===== config.mk =====
export PLATFORM = sky130hd
export DESIGN_NAME = click_decoder
export DESIGN_NICKNAME = d
export VERILOG_FILES = /design/src/rtl/click_decoder.sv
export SDC_FILE = /design/constraint.sdc
export NUM_CORES = 1
export LEC_CHECK = 0
export CAP_MARGIN = 20
export CORE_AREA = 2 2 61 63
export DETAILED_ROUTE_END_ITERATION = 6
export DIE_AREA = 0 0 63 65
export GPL_TIMING_DRIVEN = 0
export PLACE_DENSITY = 0.7
export SLEW_MARGIN = 20
export SYNTH_ARGS = -nofsm -noshare
export SYNTH_HDL_FRONTEND = slang
export SYNTH_SLANG_ARGS = --single-unit

===== constraint.sdc =====
create_clock -name clk_50MHZ -period 2.1 [get_ports clk_50MHZ]
set_input_delay 0.21 -clock clk_50MHZ [delete_from_list [all_inputs] [get_ports clk_50MHZ]]
set_output_delay 0.21 -clock clk_50MHZ [all_outputs]
set_load 0.1 [all_outputs]

===== src/rtl/click_decoder.sv =====
// Single/double click classifier: synchronises a debounced press pulse, detects its rising
// edge and decides whether a second press follows within WINDOW cycles.
module click_decoder #(
    parameter int unsigned WINDOW = 15000000
) (
    input  logic       clk_50MHZ,
    input  logic       reset,
    input  logic       btn_in,
    output logic       single_click,
    output logic       double_click,
    output logic       pending,
    output logic [7:0] press_count
);

    typedef enum logic {
        IDLE  = 1'b0,
        WAIT2 = 1'b1
    } state_t;

    localparam logic [23:0] TIMER_LAST = 24'(WINDOW - 1);

    state_t      state_q, state_d;
    logic [23:0] timer_q, timer_d;
    logic        s1_q, s1_d;
    logic        s2_q, s2_d;
    logic        s3_q, s3_d;
    logic        single_q, single_d;
    logic        double_q, double_d;
    logic        pending_q, pending_d;
    logic [7:0]  count_q, count_d;
    logic        rise;

    // s1/s2 resolve metastability; s3 is only history for the edge detect
    assign rise = s2_q & ~s3_q;

    always_comb begin
        s1_d      = btn_in;
        s2_d      = s1_q;
        s3_d      = s2_q;
        state_d   = state_q;
        timer_d   = timer_q;
        single_d  = 1'b0;
        double_d  = 1'b0;
        pending_d = pending_q;
        count_d   = count_q + {7'd0, rise};

        unique case (state_q)
            IDLE: begin
                timer_d = 24'd0;
                if (rise) begin
                    state_d   = WAIT2;
                    pending_d = 1'b1;
                end
            end
            WAIT2: begin
                // A rise on the final timer cycle still counts as the second press
                if (rise) begin
                    state_d   = IDLE;
                    timer_d   = 24'd0;
                    double_d  = 1'b1;
                    pending_d = 1'b0;
                end else if (timer_q == TIMER_LAST) begin
                    state_d   = IDLE;
                    timer_d   = 24'd0;
                    single_d  = 1'b1;
                    pending_d = 1'b0;
                end else begin
                    timer_d = timer_q + 24'd1;
                end
            end
            default: begin
                state_d   = IDLE;
                timer_d   = 24'd0;
                pending_d = 1'b0;
            end
        endcase
    end

    always_ff @(posedge clk_50MHZ) begin
        if (reset) begin
            state_q   <= IDLE;
            timer_q   <= 24'd0;
            s1_q      <= 1'b0;
            s2_q      <= 1'b0;
            s3_q      <= 1'b0;
            single_q  <= 1'b0;
            double_q  <= 1'b0;
            pending_q <= 1'b0;
            count_q   <= 8'd0;
        end else begin
            state_q   <= state_d;
            timer_q   <= timer_d;
            s1_q      <= s1_d;
            s2_q      <= s2_d;
            s3_q      <= s3_d;
            single_q  <= single_d;
            double_q  <= double_d;
            pending_q <= pending_d;
            count_q   <= count_d;
        end
    end

    assign single_click = single_q;
    assign double_click = double_q;
    assign pending      = pending_q;
    assign press_count  = count_q;

endmodule


==> flow_summary.toml, run 1 <==
[drt]
vias_per_cell = 5.643
drt_iter0_markers = 57
postRouteAntennaNets = 0
wl_mm = 3.451
drt_pass1_iterations = 4
drc = 0
vias = 1422
wl_per_cell_um = 13.69

[worst_setup_path]
slowest_stage = "clkdlybuf4s50_1"
crit_path_start_kind = "flop"
critPathArrivalTime_ps = 1810
worst-path-buf-inv = 1
r2r_slack_ps = 120
critPathCaptureType = "output pin"
worstPathRequired_ps = 1890
crit-reg2reg-launch = "timer_q[0]$_SDFF_PP0_"
cp_top_family = "buffers and inverters"
r2r_cells = 5
cp_cell_sequence = "clkdlybuf4s50_1"
cpPeakStageDelay_ps = 1120
r2r_end = "timer_q[23]$_SDFF_PP0_"
worstSetupPathType = "reg -> out"
cp_max_fo = 1

[floorplan]
die_w_um = 63
start_util_pct = 48.14
core-area_mm2 = 0.003496
die_height_um = 65
io_pins = 14
rows = 22
dieArea_mm2 = 0.004095

[power]
p_sw_w = 0.0002932
p_leak_nw = 0.7330
powerDensity_mw_per_mm2 = 651.6
intPower_w = 0.001009
p_seq_share_pct = 57.5
p_sw_share_pct = 22.52
clkPwrFrac_pct = 38.9
p_total_w = 0.001302
ir_drop_v = 0.0005157
comb_power_share_pct = 3.6

[grt]
grt_pass1_wl_mm = 6.065
grt-ovfl-total = 0
grt_pass1_vias = 1385
grt_max_degree = 14
antenna_found_initial = 0
grt_usage_pct = 18.79

[synth]
synth_edf_count = 0
synth_area_leaders = "dfxtp_1 (46%), nor3_1 (5.9%), xnor2_1 (5.2%), xor2_1 (4.7%), a211oi_1 (4.5%)"
yosys_warnings = 0
async_flop_share_pct = 0
yosysTopAreaCell = "dfxtp_1"
netlist-cell-type-count = 31
synth_nets = 189
yosys-top-cells-count = "dfxtp_1 (39), nor3_1 (20), nand2_1 (11)"
yosysMostFrequentCell = "dfxtp_1"
ys_ff_latch = 39
yosysSeqAreaShare_pct = 46.39
syn_area_mm2 = 0.001683
synth_flop_cell = "dfxtp_1"
syn_inst = 183
synth_area_per_cell_um2 = 9.196
yosysTopAreaCellShare_pct = 46.39

[sta]
fmax_mhz = 495.1
skew_ps = 11.19
finalCritPeriodShare_pct = 96.18
hold_ws_ps = 394.9
relSlewSlack_pct = 33.87
period_minus_slack_ps = 2020
postLayoutSetupSlackWorst_ps = 80.23
setup_tns_ps = 0
hold_viol = 0
slew_viol_final = 0
setup_viol = 0
worstMarginPinSlew_ps = 990.3

[placed_design]
dp_hpwl_mm = 2.464
dp_slack_ps = -473.1
port-buffer-count = 13
placed_cell_area_mm2 = 0.001873
place.gp.congestion = 0.9090

[finish]
synthToLayoutAreaGrowth_pct = 18.74
antenna_cells = 0
nFillCells = 332
drive_above_1_share_pct = 14.71
multi_input_area_um2 = 875.8
seq_area_um2 = 795.8
fin_nets = 209
design_area_mm2 = 0.001998

[worst_hold_path]
min_path_cells = 2
hold_path_class = "in -> reg"
hold_end = "s1_q$_SDFF_PP0_"
min_from = "btn_in"

[cts]
h-tree-depth = 2
cts_buffers = 5
cts_tree = "done"
cts_buffer_depth = 2
cts_root_buffer = "clkbuf_4"
insertion_delay_ps = 350
clock_sinks = 39
ctsHoldBuffers = 0
clk_pin_slew_ps = 120

[job]
maxCapViolations = 0

[status]
status = "completed"
==> worst max path at each step <==
stage	startpoint	endpoint	slack, ps	cells after the start
final	double_click$_SDFF_PP0_	double_click	80	1
after global routing	timer_q[0]$_SDFF_PP0_	timer_q[23]$_SDFF_PP0_	-20	5
after CTS	pending$_SDFFE_PP0P_	pending	7	1
after floorplan	timer_q[0]$_SDFF_PP0_	timer_q[10]$_SDFF_PP0_	50	6
after global placement	timer_q[0]$_SDFF_PP0_	timer_q[6]$_SDFF_PP0_	-380	6
after detailed placement	timer_q[0]$_SDFF_PP0_	timer_q[12]$_SDFF_PP0_	-470	6
==> layer usage <==
| layer | GRT usage, % | up-vias | share of wire, % |
|---|---|---|---|
| met2 | 32.71 | 27 | 51 |
| met5 | 0 | - | 0 |
| met4 | 7.500 | 0 | 1.8 |
| li1 | - | 705 | - |
| met3 | 5.208 | 8 | 3.4 |
| met1 | 21.80 | 682 | 44 |
==> cell families after synthesis <==
logic type,after synthesis,share of synthesized area (%)
simple gates,90,30.26
flops,39,46.39
compound gates,21,8.624
xor+xnor,19,9.888
buf+inv,11,2.602
fa+ha+maj,3,2.231
==> final cells by class <==
| cell class | count | share of cell area, % |
|---|---|---|
| Tap cell | 48 | 3.006 |
| Inverter | 4 | 0.7514 |
| Timing Repair Buffer | 14 | 7.076 |
| Clock inverter | 3 | 2.192 |
| Clock buffer | 5 | 1.879 |
| Multi-Input combinational cell | 133 | 43.83 |
| Buffer | 6 | 1.440 |
| Sequential cell | 39 | 39.82 |
==> cell usage in the layout (no fill, tap or decap), drive strengths merged <==
cell / count
bufinv: 1
dlygate4sd2: 5
nor2b: 5
nor4: 4
a21bo: 1
nand3: 11
nor3: 20
xor2: 9
inv: 4
nand2b: 1
nor2: 10
buf: 3
or2: 1
o21ai: 7
a211oi: 10
or4: 3
and4: 1
dlymetal6s2s: 4
clkdlybuf4s50: 4
nand2: 11
a41o: 1
and3: 4
o31ai: 2
nand4b: 2
dfxtp: 39
or3: 7
ha: 3
nand4: 4
nand3b: 2
xnor2: 10
clkbuf: 9
nor4b: 1
nor3b: 3
clkinv: 2
==> sequential cells by signal, indices dropped and copies added, names as in the netlist <==
signal,flops
single_click,1
timer_q,24
pending,1
s3_q,1
s1_q,1
state_q,1
press_count,8
s2_q,1
double_click,1
==> repair_timing <==
action / in CTS / in global routing
endpoints found under the setup margin: 30 / 26
buffers inserted: 0 / 1
pin swaps: 0 / 3
cloned: 0 / 0
gates resized for setup: 12 / 15
==> power by group through the flow <==
stage	clock, W	combinational [W]	sequential, W
floorplan	0	0.0000143	0.000785
global placement	0	0.0000461	0.000766
detailed placement	0	0.0000473	0.000767
CTS	0.000517	0.0000474	0.000750
global route	0.000546	0.0000505	0.000750
finish	0.000507	0.0000468	0.000749
==> stage by stage <==
step | cells | utilization [%]
2_1_floorplan | 183 | -
3_3_place_gp | 244 | 53.58
3_5_place_dp | 244 | 53.58
4_1_cts | 251 | 56.23
5_1_grt | 252 | 57.16
6_report | 252 | 57.16
(Power assumes the default switching activity.)
==> run 2, diff against run 1 <==
--- a/config.mk
+++ b/config.mk
@@ -10,6 +10,7 @@
 export DETAILED_ROUTE_END_ITERATION = 6
 export DIE_AREA = 0 0 63 65
 export GPL_TIMING_DRIVEN = 0
+export MAX_ROUTING_LAYER = met4
 export PLACE_DENSITY = 0.7
 export SLEW_MARGIN = 20
 export SYNTH_ARGS = -nofsm -noshare
==> run 2 against run 1 <==
Compared with the run above: fmax down 1.5%; hold slack gained 10 ps; sequential power is essentially flat; combinational power hardly changed; first-iteration DRC count increased by 1.8%; clock skew increased by 1.9 ps; sequential share of layout area shrank 1.0 points; global-route usage grew 1.3 points; critical path type unchanged.
==> flow_summary.toml, run 2 (synthesis results as in run 1) <==
[status]
status = "completed"

[grt]
grt_usage_pct = 20.11
grt-ovfl-total = 0
grt_pass1_vias = 1418
grt_max_degree = 13
antenna_found_initial = 0
grt_pass1_wl_mm = 6.237

[worst_setup_path]
worst-path-buf-inv = 1
critPathArrivalTime_ps = 1840
crit_path_start_kind = "flop"
crit-reg2reg-launch = "timer_q[6]$_SDFF_PP0_"
cp_top_family = "buffers and inverters"
critPathCaptureType = "output pin"
r2r_end = "timer_q[23]$_SDFF_PP0_"
worstSetupPathType = "reg -> out"
slowest_stage = "clkdlybuf4s50_1"
cpPeakStageDelay_ps = 1130
cp_max_fo = 2
r2r_slack_ps = 70
worstPathRequired_ps = 1890
r2r_cells = 5
cp_cell_sequence = "clkdlybuf4s50_1"

[worst_hold_path]
min_path_cells = 2
min_from = "btn_in"
hold_path_class = "in -> reg"
hold_end = "s1_q$_SDFF_PP0_"

[cts]
cts_buffers = 5
clock_sinks = 39
cts_tree = "done"
cts_root_buffer = "clkbuf_4"
h-tree-depth = 2
cts_buffer_depth = 2
clk_pin_slew_ps = 120
insertion_delay_ps = 350
ctsHoldBuffers = 0

[power]
comb_power_share_pct = 3.3
powerDensity_mw_per_mm2 = 697.4
p_total_w = 0.001415
clkPwrFrac_pct = 43.7
p_sw_w = 0.0002830
p_seq_share_pct = 53.0
ir_drop_v = 0.0004838
intPower_w = 0.001132
p_leak_nw = 0.7289
p_sw_share_pct = 20.01

[floorplan]
die_height_um = 65
core-area_mm2 = 0.003496
rows = 22
dieArea_mm2 = 0.004095
die_w_um = 63
start_util_pct = 48.14
io_pins = 14

[finish]
synthToLayoutAreaGrowth_pct = 20.52
fin_nets = 211
largest_reg_flops = 24
fin_util_pct = 58.02
final_common_cell = "dfxtp_1"
top_register = "timer_q"
antenna_cells = 0
layout_common_cells = "dfxtp_1 (34), nor3_1 (19), nand2_1 (11)"
drive_above_1_share_pct = 13.11
design_area_mm2 = 0.002028

[sta]
skew_ps = 13.13
rsz0062_at_grt = "no"
fmax_mhz = 487.8
setup_viol = 0
hold_viol = 0
finalCritPeriodShare_pct = 97.61
slew_viol_final = 0
hold_ws_ps = 405.2
relSlewSlack_pct = 35.26
period_minus_slack_ps = 2050
worstMarginPinSlew_ps = 968.0

[drt]
postRouteAntennaNets = 0
wl_mm = 3.560
vias_per_cell = 5.559
vias = 1412
drc = 0
drt_pass1_iterations = 4
wl_per_cell_um = 14.02
drt_iter0_markers = 58

[placed_design]
place.gp.congestion = 0.9023
port-buffer-count = 13
placed_cell_area_mm2 = 0.001873
dp_hpwl_mm = 2.579

[job]
maxCapViolations = 0
==> run 2: changes by cell type in the layout (fill, tap and decap cells not counted), sizes merged <==
cell,before,now
clkbuf,9,10
bufinv,1,2
clkdlybuf4s50,4,6
dlymetal6s2s,4,3
buf,3,5
dlygate4sd2,5,4
clkinv,2,0
==> run 2: metal layers <==
layer | vias up | wire length, um | GRT usage, %
li1 | 704 | - | -
met1 | 670 | 1597 | 22.64
met2 | 32 | 1744 | 32.18
met3 | 6 | 170 | 6.076
met4 | 0 | 48 | 10.83
met5 | - | 0 | -
==> run 2: final cells by class <==
cell class / count / area [um^2]
plain buffers: 6 / 28.78
repair buffers: 16 / 155.1
fillers: 322 / 1468
inverters: 4 / 15.01
clock inverters: 2 / 60.06
clock buffers: 6 / 41.29
multi-input cells: 133 / 880.8
flip-flops and latches: 39 / 787.0
well taps: 48 / 60.06
==> run 2: stage by stage <==
step	TNS (ps)	setup WS, ps	instances
2_1_floorplan	0	49.85	183
3_3_place_gp	-7302	-400.6	244
3_5_place_dp	-10000	-535.6	244
4_1_cts	0	2.453	251
5_1_grt	0	4.186	254
6_report	0	50.15	254
==> run 2: worst max-delay path by stage <==
stage,depth (start not counted),from,endpoint
3_3_place_gp,6,timer_q[0]$_SDFF_PP0_,timer_q[7]$_SDFF_PP0_
4_1_cts,1,press_count[6]$_SDFF_PP0_,press_count[6]
6_report,1,press_count[0]$_SDFF_PP0_,press_count[0]
2_1_floorplan,6,timer_q[0]$_SDFF_PP0_,timer_q[10]$_SDFF_PP0_
5_1_grt,5,timer_q[3]$_SDFF_PP0_,timer_q[23]$_SDFF_PP0_
3_5_place_dp,6,timer_q[0]$_SDFF_PP0_,timer_q[10]$_SDFF_PP0_
==> run 2: repair_timing <==
item                                    in CTS  in global routing
hold endpoints to repair                     0                  0
endpoints found under the setup margin      29                 24
resized for setup                           11                  9
pin swaps                                    1                  1
buffers inserted                             0                  3
==> run 2: power by group through the flow <==
| stage | clock (W) | sequential (W) | combinational (W) |
|---|---|---|---|
| global placement | 0 | 0.000766 | 0.0000461 |
| CTS | 0.000623 | 0.000750 | 0.0000473 |
| finish | 0.000618 | 0.000750 | 0.0000469 |
| floorplan | 0 | 0.000785 | 0.0000143 |
| detailed placement | 0 | 0.000767 | 0.0000470 |
| global route | 0.000657 | 0.000751 | 0.0000502 |
